$ cat src/rtl/sum_display_ctrl.sv
// Captures the adder's sum, converts it to two BCD digits with an iterative double-dabble FSM,
// and scans them onto a 2-digit active-low 7-segment display. Option macro: LEADING_ZERO_BLANK_EN.
module sum_display_ctrl #(
  parameter int SUM_W        = 5,
  parameter int REFRESH_BITS = 16
) (
  input  logic             clk,
  input  logic             rst,
  input  logic             load,
  input  logic [SUM_W-1:0] sum,
  output logic             busy,
  output logic             done,
  output logic [1:0]       an,
  output logic [6:0]       seg,
  output logic             dp
);

  typedef enum logic [1:0] {
    S_IDLE = 2'd0,
    S_CONV = 2'd1,
    S_DONE = 2'd2
  } state_t;

  state_t             state_q, state_d;
  logic [SUM_W-1:0]   bin_q, bin_d;
  logic [7:0]         bcd_q, bcd_d;
  logic [2:0]         cnt_q, cnt_d;
  logic [3:0]         tens_q, tens_d;
  logic [3:0]         ones_q, ones_d;
  logic               busy_q, busy_d;
  logic               done_q, done_d;
  logic [REFRESH_BITS-1:0] scan_q, scan_d;
  logic [1:0]         an_q, an_d;
  logic [6:0]         seg_q, seg_d;

  logic [7:0]         adj_s;
  logic [SUM_W+7:0]   shift_s;
  logic [3:0]         digit_s;
  logic               slot_tens_s;

  function automatic logic [6:0] seg_enc(input logic [3:0] d);
    logic [6:0] s;
    case (d)
      4'd0:    s = 7'b1000000;
      4'd1:    s = 7'b1111001;
      4'd2:    s = 7'b0100100;
      4'd3:    s = 7'b0110000;
      4'd4:    s = 7'b0011001;
      4'd5:    s = 7'b0010010;
      4'd6:    s = 7'b0000010;
      4'd7:    s = 7'b1111000;
      4'd8:    s = 7'b0000000;
      4'd9:    s = 7'b0010000;
      default: s = 7'b1111111;
    endcase
    return s;
  endfunction

  // Conversion FSM: add-3 adjust then shift {bcd,bin}, one bit per CONV cycle
  always_comb begin
    adj_s[3:0] = (bcd_q[3:0] >= 4'd5) ? bcd_q[3:0] + 4'd3 : bcd_q[3:0];
    adj_s[7:4] = (bcd_q[7:4] >= 4'd5) ? bcd_q[7:4] + 4'd3 : bcd_q[7:4];
    shift_s    = {adj_s, bin_q} << 1;

    state_d = state_q;
    bin_d   = bin_q;
    bcd_d   = bcd_q;
    cnt_d   = cnt_q;
    tens_d  = tens_q;
    ones_d  = ones_q;

    case (state_q)
      S_IDLE: begin
        if (load) begin
          bin_d   = sum;
          bcd_d   = 8'd0;
          cnt_d   = 3'd0;
          state_d = S_CONV;
        end else begin
          state_d = S_IDLE;
        end
      end
      S_CONV: begin
        bcd_d = shift_s[SUM_W+7:SUM_W];
        bin_d = shift_s[SUM_W-1:0];
        cnt_d = cnt_q + 3'd1;
        if (cnt_q == 3'(SUM_W - 1)) begin
          state_d = S_DONE;
        end else begin
          state_d = S_CONV;
        end
      end
      S_DONE: begin
        tens_d  = bcd_q[7:4];
        ones_d  = bcd_q[3:0];
        state_d = S_IDLE;
      end
      default: state_d = S_IDLE;
    endcase

    busy_d = (state_d != S_IDLE);
    done_d = (state_q == S_DONE);
  end

  // Scan slot selection and segment encoding; registered below so an/seg never glitch
  always_comb begin
    scan_d      = scan_q + {{(REFRESH_BITS-1){1'b0}}, 1'b1};
    slot_tens_s = scan_q[REFRESH_BITS-1];
    digit_s     = slot_tens_s ? tens_q : ones_q;
    an_d        = slot_tens_s ? 2'b01 : 2'b10;
    seg_d       = seg_enc(digit_s);
`ifdef LEADING_ZERO_BLANK_EN
    if (slot_tens_s && (tens_q == 4'd0)) begin
      seg_d = 7'b1111111;
    end else begin
      seg_d = seg_enc(digit_s);
    end
`endif
  end

  // State and output registers
  always_ff @(posedge clk or posedge rst) begin
    if (rst) begin
      state_q <= S_IDLE;
      bin_q   <= '0;
      bcd_q   <= 8'd0;
      cnt_q   <= 3'd0;
      tens_q  <= 4'd0;
      ones_q  <= 4'd0;
      busy_q  <= 1'b0;
      done_q  <= 1'b0;
      scan_q  <= '0;
      an_q    <= 2'b10;
      seg_q   <= 7'b1000000;
    end else begin
      state_q <= state_d;
      bin_q   <= bin_d;
      bcd_q   <= bcd_d;
      cnt_q   <= cnt_d;
      tens_q  <= tens_d;
      ones_q  <= ones_d;
      busy_q  <= busy_d;
      done_q  <= done_d;
      scan_q  <= scan_d;
      an_q    <= an_d;
      seg_q   <= seg_d;
    end
  end

  assign busy = busy_q;
  assign done = done_q;
  assign an   = an_q;
  assign seg  = seg_q;
  assign dp   = 1'b1;

endmodule

$ cat config.mk
export PLATFORM = sky130hd
export DESIGN_NAME = sum_display_ctrl
export DESIGN_NICKNAME = d
export VERILOG_FILES = /design/src/rtl/sum_display_ctrl.sv
export SDC_FILE = /design/constraint.sdc
export NUM_CORES = 1
export LEC_CHECK = 0
export BUFFER_PORTS_ARGS = -buffer_cell sky130_fd_sc_hd__buf_2
export CAP_MARGIN = 40
export CORE_ASPECT_RATIO = 1.2
export CORE_UTILIZATION = 53
export CTS_CLUSTER_DIAMETER = 120
export CTS_CLUSTER_SIZE = 20
export DETAILED_ROUTE_END_ITERATION = 10
export PLACE_DENSITY = 0.75
export SLEW_MARGIN = 25
export SYNTH_ARGS = -nofsm -noshare
export SYNTH_HDL_FRONTEND = slang
export SYNTH_SLANG_ARGS = --single-unit
$ cat constraint.sdc
create_clock -name clk -period 1.5 [get_ports clk]
set_input_delay 0.225 -clock clk [delete_from_list [all_inputs] [get_ports clk]]
set_output_delay 0.225 -clock clk [all_outputs]
set_load 0.02 [all_outputs]
After elaboration in Yosys (flattened, before gate mapping)
Memory sizes are Yosys's and may differ from the RTL's. A register that Yosys moved wholly into a read port is not among the register bits.
Index checks and enable logic that the tools add are counted.
Storage, ports and cells
  word-level logic and storage cells: 38
  input bits: 8
  flip-flop bits (word level): 46
  output and inout bits: 12
  ROM bits: 112
  memories kept: 1
Operators by class
  equality and inequality tests: 4
  reduce and logical (&&, ||, !) cells: 4
  $lt $le $gt $ge: 2
  mux-type cells: 13
  $add $sub $neg: 4
Memory list
  (no name shown): depth 16, bits a word 7, rd ports 1, clocked after memory_dff 1, wr ports 0, RTL line 43  | case (d)
Operator list (count)
  $add 16x1->16 const B: 1
  $pmux 8 s2: 1
  $pmux 5 s2: 1
  $ge 4x3->1 const B: 2
  $mux 4: 2
  $mux 8: 1
  $mux 3: 2
  $pmux 3 s2: 1
  $mux 5: 1
  $add 4x2->4 const B: 1
  $mux 2: 2
  $pmux 2 s2: 1
  $reduce_bool 2->1: 2
  $add 3x1->3 const B: 1
  $add 3x2->3 const B: 1
  $eq 3x3->1 const B: 1
  $eq 2x1->1 const B: 1
  $eq 2x2->1 const B: 1
  $logic_not 2->1: 1
  $ne 2x2->1 const B: 1
  $reduce_and 2->1: 1
  $mux 1: 1

Logic depth before layout (Yosys ltp)
Gate-level depths: netlist of run 1.
  depth after elaboration: 4
  mapped depth: 6
  gate-level depth less buffers: 5

Worst setup path after synthesis of run 1
No wires, ideal clock.
  path type: reg2reg
  start point: reg scan_q[15]
  end point: reg seg_q[5] (netlist: seg[5])
  slack: -0.162 ns
  cell stages (with the launch flop): 7
  data arrival time: 1.532 ns
  path buffers: 1
  data required time: 1.370 ns
  period minus slack after synthesis: 1.662 ns
  cell sequence: dfrtp_1 -> buf_6 -> mux2i_1 -> inv_1 -> ha_1 -> nor3_1 -> a21oi_1
Between the ends
  longest elaborated chain between the ends: 1
Ends and longest elaborated chain
  from (decl): RTL line 32  | logic [REFRESH_BITS-1:0] scan_q, scan_d;
  from (signal assigned): RTL line 144  | scan_q <= scan_d;
  $mux 4: RTL line 109  | digit_s = slot_tens_s ? tens_q : ones_q;
  to (decl): RTL line 34  | logic [6:0] seg_q, seg_d;
Every way passes these cells.
A chain may end at the register's enable or synchronous reset.

Final worst setup path of run 1
Ends and elaborated chain as after synthesis.

==> impl_metrics.yaml, run 1 <==
outcome:
  status: "complete, no violations"
clocking:
  cts_root_buffer: "clkbuf_8"
  htreeDepth: 2
  cts_buffer_depth: 2
  cts_setup_buffers: 0
  clk_pin_slew_ps: 90
  clkLatencyLatePin_ps: 300
  cts_sinks: 53
  cts_tree: "built"
  cts_buffers: 5
die:
  rows: 27
  die_w_um: 64.65
  num_io_pins: 20
  die_area_um2: 4989
  start_util: 0.5473
  chipHeight_um: 77.18
  core_region_area_um2: 4561
detailed_routing:
  drtAntennaViolNets: 0
  drt_wl_total_um: 4337
  routedWlPerCell_um: 13.43
  drt_iter0_drc: 60
  firstDrtPassIters: 4
  drc: 0
  via_per_inst: 5.337
  num_vias: 1724
power:
  powerDensity_nw_per_um2: 1627
  p_int_mw: 3.065
  seq_power_share: 0.435
  vdd_drop_max_uv: 983.0
  p_switching_mw: 1.695
  total_power_mw: 4.760
  p_leak_nw: 1.439
  comb_power_share: 0.397
  p_sw_frac: 0.3561
  power_frac_clock: 0.168
synthesis:
  synthCells: 223
  post_synth_num_cell_types: 40
  synth_seq_cells: 53
  yosys_warnings: 0
  synth_seq_area_share: 0.5323
  synthFlopType: "dfrtp_1"
  syn_area_um2: 2496
  synth-edff-count: 0
  async_flop_share: 1.000
  synth_nets: 243
  avgSynthCellArea_um2: 11.19
critical_path:
  critPathSlowestCell: "dfrtp_2"
  r2r_setup_slack_ps: 10
  arrival_ps: 1720
  critical_path_required_ps: 1730
  critPathCaptureType: "flip-flop"
  max_stage_delay_ps: 460
  path_max_fanout: 4
  critPathLaunchType: "flip-flop"
  rr_worst_depth: 5
  rr_startpoint: "scan_q[15]$_DFF_PP0_"
  r2r-end: "seg[5]$_DFF_PP0_"
  crit_type: "flip-flop to flip-flop"
  crit_chain: "mux2i_4, buf_4, ha_1, mux2_2, a21oi_2"
global_routing:
  grt_pass1_vias: 1755
  grt_usage: 0.1973
  grt_overflow: 0
  grt_max_degree: 22
  antenna_found_initial: 0
  grt_first_pass_wirelength_um: 7555
sta:
  skew_ps: 4.738
  finalSetupViolCount: 0
  rsz0062_at_grt: "true"
  period_share: 0.9905
  whs_ps: 312.2
  layout_min_cycle_time_ps: 1486
  hold_viol: 0
  finalMaxSlewViolations: 0
  max_freq_mhz: 673.1
placed_design:
  gp_congestion: 0.7471
  io_buffer_count: 18
  hpwl_um: 3223
cells_and_area:
  syn_to_final_growth_pct: 17.19
  nNetsFinal: 284
  num_antenna_cells: 0
  layout_commonest_cell: "dfrtp_1"
  drive_gt1_frac: 0.2642
  layout_common_cells: "dfrtp_1 (50), buf_4 (23), inv_1 (19)"
hold_path:
  hold_path.class: "input pin to flip-flop"
  hold_depth: 4
  holdCritStartpoint: "sum[0]"
  hold_end: "bin_q[0]$_DFFE_PP0P_"
flow_run:
  maxCapViolations: 0
[worst max-delay path: cells and delay by family, from the launching register on]
family                   cells  cell delay, ps
AO/OA/AOI/OAI                1             140
adder cells (fa/ha/maj)      1             200
buffers and inverters        1             140
flip-flops                   1             460
multiplexers                 2             480
[cell families after synthesis]
group | count (synthesis) | share of synthesized area
simple gates | 56 | 0.1183
fa+ha+maj | 12 | 0.06015
compound gates | 40 | 0.1063
other cells | 1 | 0.001502
flops | 53 | 0.5323
mux | 16 | 0.07268
xor+xnor | 16 | 0.05614
buf+inv | 29 | 0.05263
[registers in the layout (all words and copies together) (netlist names), 2 cells and up]
signal and flops:
an 2, bcd_q 8, bin_q 5, cnt_q 3, ones_q 4, scan_q 16
seg 7, state_q 2, tens_q 4
[cells in the mapped netlist (all sizes together) (2+ instances only)]
master   instances  area, um2
a21oi            8      40.04
a22o             2      17.52
a22oi            2      20.02
a31oi            2      12.51
and3b            5      43.79
buf              6      45.04
clkbuf           3      11.26
dfrtp           51       1276
dfstp            2      52.55
ha              12      150.1
inv             20      75.07
mux2            11      131.4
mux2i            5      50.05
nand2           17      63.81
nand2b           4      25.02
nand3            4      20.02
nand4            4      25.02
nor2             6      22.52
nor2b            4      25.02
nor3             6      30.03
nor4             3      18.77
o2111ai          4      35.03
o211ai           2      15.01
o21a             2      15.01
o21ai           12      60.06
o221ai           2      17.52
xnor2            7      61.31
xor2             9      78.83
[worst max path at each step]
stage / from / to / slack, ps / depth (start not counted)
floorplan: scan_q[15]$_DFF_PP0_ / seg[5]$_DFF_PP0_ / 20 / 6
global placement: scan_q[15]$_DFF_PP0_ / seg[5]$_DFF_PP0_ / 50 / 5
detailed placement: scan_q[15]$_DFF_PP0_ / seg[4]$_DFF_PP0_ / 40 / 4
CTS: scan_q[15]$_DFF_PP0_ / seg[5]$_DFF_PP0_ / 20 / 5
global route: scan_q[15]$_DFF_PP0_ / seg[5]$_DFF_PP0_ / -40 / 5
finish: scan_q[15]$_DFF_PP0_ / seg[5]$_DFF_PP0_ / 10 / 5
[metrics by stage]
stage | setup slack, ps | utilization | instances | setup TNS [ps] | area, um2
3_5_place_dp | 38.21 | 0.6121 | 313 | 0 | 2791
2_1_floorplan | 24.89 | - | 223 | 0 | 2512
3_3_place_gp | 50.86 | 0.6121 | 313 | 0 | 2791
5_1_grt | -42.58 | 0.6414 | 323 | -59.38 | 2925
4_1_cts | 21.72 | 0.6340 | 322 | 0 | 2892
6_report | 14.24 | 0.6414 | 323 | 0 | 2925
[per-layer routing]
layer,up-vias,GRT usage,part of all wire
li1,845,-,-
met1,849,0.2310,0.42
met2,24,0.3526,0.54
met3,6,0.04018,0.027
met4,0,0.06667,0.015
met5,-,0,0
[final cells by class]
| cell class | instances | area [um2] |
|---|---|---|
| fill | 377 | 1635 |
| multi-input combinational | 142 | 1081 |
| tap | 58 | 72.57 |
| sequential | 53 | 1330 |
| clock buffer | 8 | 90.09 |
| timing repair buffer | 42 | 272.8 |
| inverter | 20 | 78.83 |
[what timing repair did]
action | 4_1_cts | 5_1_grt
hold endpoints to repair | 18 | 0
hold buffers | 1 | 0
endpoints found under the setup margin | 0 | 10
resized for setup | 0 | 6
[power by group through the flow]
stage,Combinational (mW),Sequential [mW],Clock (mW)
after CTS,1.86,2.07,0.821
after global placement,1.78,2.07,0
after global routing,2.13,2.12,0.883
after detailed placement,1.86,2.09,0
after floorplan,1.22,2.14,0
final,1.89,2.07,0.799
Power figures use the tool's default switching activity.
==> run 2: changes to the inputs <==
- GPL_TIMING_DRIVEN: unset -> 0
==> run 2 against run 1 <==
Effect of this change: the run now ends with setup timing left; setup slack got worse by 38 ps; clock power about the same; first-iteration DRC count rose by 110%; largest power group unchanged; hold slack gained 12 ps; largest cell class unchanged; core utilization grew 0.60 points; flip-flop and latch count is the same; non-clock buffer count shrank 5.
==> impl_metrics.yaml, run 2 (synthesis results as in run 1) <==
sta:
  layout_min_cycle_time_ps: 1524
  hold_viol: 0
  finalSetupTns_ps: -23.67
  period_share: 1.016
  fin_ws_ps: -23.67
  skew_ps: 4.532
  rsz0062_at_grt: "true"
  max_freq_mhz: 656.3
  finalSetupViolCount: 1
  finalMaxSlewViolations: 0
power:
  seq_power_share: 0.426
  p_leak_nw: 1.421
  power_frac_clock: 0.166
  comb_power_share: 0.408
  vdd_drop_max_uv: 1015
  powerDensity_nw_per_um2: 1629
  p_switching_mw: 1.715
  p_int_mw: 3.094
  p_sw_frac: 0.3566
die:
  start_util: 0.5473
  num_io_pins: 20
  die_w_um: 64.65
  chipHeight_um: 77.18
  core_region_area_um2: 4561
  rows: 27
  die_area_um2: 4989
detailed_routing:
  drt_iter0_drc: 129
  via_per_inst: 5.420
  drtAntennaViolNets: 0
  num_vias: 1718
  firstDrtPassIters: 4
  routedWlPerCell_um: 13.41
  drc: 0
  drt_wl_total_um: 4252
critical_path:
  crit_path_frequent_cell: "buf_6"
  critical_path_required_ps: 1720
  critPathSlowestCell: "dfrtp_1"
  path_max_fanout: 5
  max_stage_delay_ps: 400
  critPathLaunchType: "flip-flop"
  cpLargestDelayFamily: "multiplexers"
  critPathCapture: "seg[5]$_DFF_PP0_"
  crit_type: "flip-flop to flip-flop"
  rr_worst_depth: 6
  critical_path_depth: 6
  rr_startpoint: "scan_q[15]$_DFF_PP0_"
  critical_path_buf_inv_count: 2
  r2r_setup_slack_ps: -20
  critPathCaptureType: "flip-flop"
  crit_path_start: "scan_q[15]$_DFF_PP0_"
  r2r-end: "seg[5]$_DFF_PP0_"
  crit_chain: "buf_6, mux2i_4, buf_6, ha_4, mux2_4, a21oi_2"
  arrival_ps: 1750
cells_and_area:
  regArea_um2: 1329
  largest_register_ffs: 16
  fin_area_um2: 2953
  nNetsFinal: 278
  drive_gt1_frac: 0.2741
  top_register: "scan_q"
  num_antenna_cells: 0
  layout_commonest_cell: "dfrtp_1"
  syn_to_final_growth_pct: 18.30
  multiInputGateArea_um2: 1131
  layout_common_cells: "dfrtp_1 (51), buf_2 (20), inv_1 (18)"
  nFillCells: 370
placed_design:
  place_area_um2: 2695
  io_buffer_count: 18
  gp_congestion: 0.7067
  hpwl_um: 2904
clocking:
  clkLatencyLatePin_ps: 290
  cts_root_buffer: "clkbuf_8"
  cts_sinks: 53
  htreeDepth: 2
  clk_pin_slew_ps: 90
  cts_buffer_depth: 2
  cts_buffers: 5
  cts_tree: "built"
global_routing:
  use_met1: 0.2149
  use_met3: 0.03720
  antenna_found_initial: 0
  grt_usage: 0.1875
  grt_pass1_vias: 1664
  grt_max_degree: 32
  grt-busiest-layer: "met2"
  grt_overflow: 0
  grt_util_met2: 0.3389
  grt_first_pass_wirelength_um: 7231
hold_path:
  hold_depth: 4
  hold_path.class: "input pin to flip-flop"
flow_run:
  maxCapViolations: 0
outcome:
  failed_checks: "setup timing"
  status: "finished with violations"
[run 2: cell type report]
type	instances	area share
Multi-Input combinational cell	141	0.3830
Tap cell	58	0.02458
Timing Repair Buffer	28	0.06356
Clock buffer	8	0.03051
Sequential cell	53	0.4500
Inverter	20	0.02669
Buffer	9	0.02161
[run 2: metrics by stage]
| step | power [mW] | worst slack (ps) | hold WS, ps | std cells | utilization |
|---|---|---|---|---|---|
| finish | 4.809 | -23.67 | 323.8 | 317 | 0.6475 |
| floorplan | 3.352 | 24.89 | 285.7 | 223 | - |
| detailed placement | 3.785 | -171.7 | 284.6 | 300 | 0.5909 |
| global route | 5.169 | -75.83 | 332.7 | 317 | 0.6475 |
| CTS | 4.660 | 1.562 | 320.0 | 311 | 0.6214 |
| global placement | 3.705 | -103.1 | 379.6 | 299 | 0.5866 |
[run 2: power groups by stage]
stage               Sequential, mW  Clock (mW)  Combinational (mW)
finish                        2.05       0.797                1.96
global route                  2.09       0.871                2.21
CTS                           2.06       0.829                1.77
detailed placement            2.08           0                1.70
global placement              2.07           0                1.63
floorplan                     2.14           0                1.22
[run 2: timing repair]
item / in CTS / in global routing
endpoints found under the setup margin: 6 / 14
pin swaps: 1 / 5
resized for setup: 5 / 19
hold buffers: 1 / 0
buffers inserted: 2 / 6
hold endpoints to repair: 20 / 0
[run 2: worst min path at each step]
stage	from	slack, ps	end
floorplan	rst	290	an[0]$_DFF_PP0_
global placement	scan_q[15]$_DFF_PP0_	380	an[0]$_DFF_PP0_
detailed placement	rst	280	scan_q[4]$_DFF_PP0_
CTS	sum[0]	320	bin_q[0]$_DFFE_PP0P_
global route	sum[0]	330	bin_q[0]$_DFFE_PP0P_
finish	sum[0]	320	bin_q[0]$_DFFE_PP0P_
[run 2: metal layers]
| layer | up-vias | routed length (um) |
|---|---|---|
| met2 | 33 | 2379 |
| li1 | 832 | - |
| met3 | 6 | 130 |
| met1 | 847 | 1685 |
| met5 | - | 0 |
| met4 | 0 | 57 |
[run 2: tightest hold or removal path: stages]
cell       delay [ps]
buf_2              70
nand2_1            40
a2bb2oi_1         120
o21ai_0           130
==> run 3: changes to the inputs <==
- CELL_PAD_IN_SITES_DETAIL_PLACEMENT: unset -> 1
- CELL_PAD_IN_SITES_GLOBAL_PLACEMENT: unset -> 2
- CORE_UTILIZATION: 53 -> 36
- PLACE_DENSITY: 0.75 -> unset
- PLACE_DENSITY_LB_ADDON: unset -> 0.1
==> run 3 against run 2 <==
Effect of this change: the flow finishes with violations (hold timing); sequential share of layout area fell by 1.3 points; core utilization is 18 points lower; count of clock-buffer cells in the layout shrank 1; setup slack improved by 35 ps; final area up 3.1%; highest routed layer unchanged; clock skew is 2.1 ps lower; final cell count up 9.5%; hold slack got worse by 330 ps; critical path type unchanged; non-clock buffer count up 3; flip-flop and latch count unchanged; clock power rose by 27%; critical path depth unchanged.
==> impl_metrics.yaml, run 3 (synthesis results as in run 1) <==
detailed_routing:
  num_vias: 1755
  via_per_inst: 5.058
  drt_wl_total_um: 4986
  drc: 0
  firstDrtPassIters: 4
  drtAntennaViolNets: 0
  drt_iter0_drc: 38
  routedWlPerCell_um: 14.37
critical_path:
  cpLargestDelayFamily: "multiplexers"
  critical_path_required_ps: 1740
  critPathLaunchType: "flip-flop"
  critPathSlowestCell: "dfrtp_1"
  critical_path_buf_inv_count: 2
  crit_type: "flip-flop to flip-flop"
  max_stage_delay_ps: 410
  crit_chain: "buf_6, mux2i_4, buf_12, ha_4, mux2_2, a21oi_2"
  critPathCaptureType: "flip-flop"
  arrival_ps: 1730
  path_max_fanout: 5
die:
  die_w_um: 78.02
  start_util: 0.3801
  core_region_area_um2: 6566
  rows: 32
  die_area_um2: 7272
  chipHeight_um: 93.22
  num_io_pins: 20
hold_path:
  hold_path.class: "input pin to asynchronous set/reset pin"
cells_and_area:
  regArea_um2: 1329
  largest_register_ffs: 16
  layout_commonest_cell: "dfrtp_1"
  multiInputGateArea_um2: 1131
  nNetsFinal: 281
  top_register: "scan_q"
  syn_to_final_growth_pct: 21.90
  drive_gt1_frac: 0.2977
  layout_common_cells: "dfrtp_1 (51), buf_2 (20), inv_1 (17), nand2_1 (17), buf_4 (12)"
  nFillCells: 743
  num_antenna_cells: 0
sta:
  finalSetupViolCount: 0
  max_freq_mhz: 671.6
  worst_slew_pin_slew_ps: 627.7
  period_share: 0.9927
  skew_ps: 2.461
  finalSetupTns_ps: 0
  whs_ps: -11.20
  finalMaxSlewViolations: 0
  layout_min_cycle_time_ps: 1489
  maxSlewHeadroom: 0.5806
  hold_viol: 25
  rsz0062_at_grt: "true"
clocking:
  cts_buffers: 5
  postCtsHoldBufs: 0
  cts_root_buffer: "clkbuf_8"
  htreeDepth: 2
  cts_tree: "built"
  clk_pin_slew_ps: 90
  cts_sinks: 53
  clkLatencyLatePin_ps: 300
  cts_buffer_depth: 2
flow_run:
  maxCapViolations: 0
placed_design:
  io_buffer_count: 18
  hpwl_um: 3430
  gp_congestion: 0.7276
global_routing:
  grt_pass1_vias: 1809
  grt_overflow: 0
  grt_usage: 0.1562
  grt_first_pass_wirelength_um: 8914
  antenna_found_initial: 0
  grt_max_degree: 29
power:
  powerDensity_nw_per_um2: 1668
  power_frac_clock: 0.200
  comb_power_share: 0.397
  vdd_drop_max_uv: 604.9
  p_sw_frac: 0.3515
  total_power_mw: 5.075
  p_leak_nw: 1.449
  p_int_mw: 3.291
  seq_power_share: 0.403
  p_switching_mw: 1.784
outcome:
  status: "finished with violations"
  failed_checks: "hold timing"
## run 3: cell types whose count changed in the layout (fill, tap and decap cells not counted), moves of 2 or more
| cell | before | now |
|---|---|---|
| ha_1 | 10 | 8 |
| ha_2 | 1 | 3 |
| buf_4 | 7 | 12 |
| clkbuf_1 | 4 | 2 |
## run 3: repair_timing
action                     CTS  global route
pin swaps                    1             5
setup buffers                5             7
setup endpoints to repair    9            21
gates cloned                 0             0
gates resized for setup      9            20
hold endpoints to repair     0             0
## run 3: power by group through the flow
stage          combinational (mW)  sequential, mW  clock [mW]
5_1_grt                      2.29            2.11        1.11
4_1_cts                      1.89            2.06        1.06
3_5_place_dp                 1.74            2.09           0
6_report                     2.01            2.05        1.01
3_3_place_gp                 1.71            2.09           0
2_1_floorplan                1.22            2.14           0
## run 3: cell type report
cell class / count / area share
inverter: 20 / 0.02590
sequential: 53 / 0.4367
timing repair buffer: 31 / 0.07113
tap: 85 / 0.03495
clock buffer: 7 / 0.02837
multi-input combinational: 141 / 0.3717
clock inverter: 1 / 0.009868
buffer: 9 / 0.02138
## run 3: routing by layer
| metal | vias to the layer above | track usage | share of wire |
|---|---|---|---|
| met1 | 882 | 0.1914 | 0.46 |
| met5 | - | 0 | 0 |
| met4 | 0 | 0.06019 | 0.015 |
| met2 | 25 | 0.2699 | 0.50 |
| met3 | 7 | 0.03122 | 0.027 |
| li1 | 841 | - | - |
## run 3: worst paths after layout
kind	from	cells past startpoint	slack, ps	end
max	scan_q[15]$_DFF_PP0_	6	10	seg[5]$_DFF_PP0_
min	rst	2	-10	scan_q[0]$_DFF_PP0_
max reg2reg	scan_q[15]$_DFF_PP0_	6	10	seg[5]$_DFF_PP0_
min reg2reg	scan_q[15]$_DFF_PP0_	0	420	an[0]$_DFF_PP0_
max in group asynchronous	rst	3	910	seg[6]$_DFF_PP1_
min in group clk	sum[0]	4	310	bin_q[0]$_DFFE_PP0P_
## run 3: worst register-to-register path: stages (launching register included)
cell and delay, ps:
dfrtp_1 410, buf_6 150, mux2i_4 200, buf_12 140, ha_4 150, mux2_2 270, a21oi_2 110
## run 3: per-stage QoR
| step | utilization | setup slack, ps | cell area (um2) | instances |
|---|---|---|---|---|
| final | 0.4634 | 10.94 | 3043 | 347 |
| after global placement | 0.4125 | -177.1 | 2709 | 326 |
| after detailed placement | 0.4156 | -173.2 | 2729 | 327 |
| after global routing | 0.4634 | -79.09 | 3043 | 347 |
| after CTS | 0.4476 | 0.4647 | 2939 | 340 |
| after floorplan | - | 24.89 | 2512 | 223 |
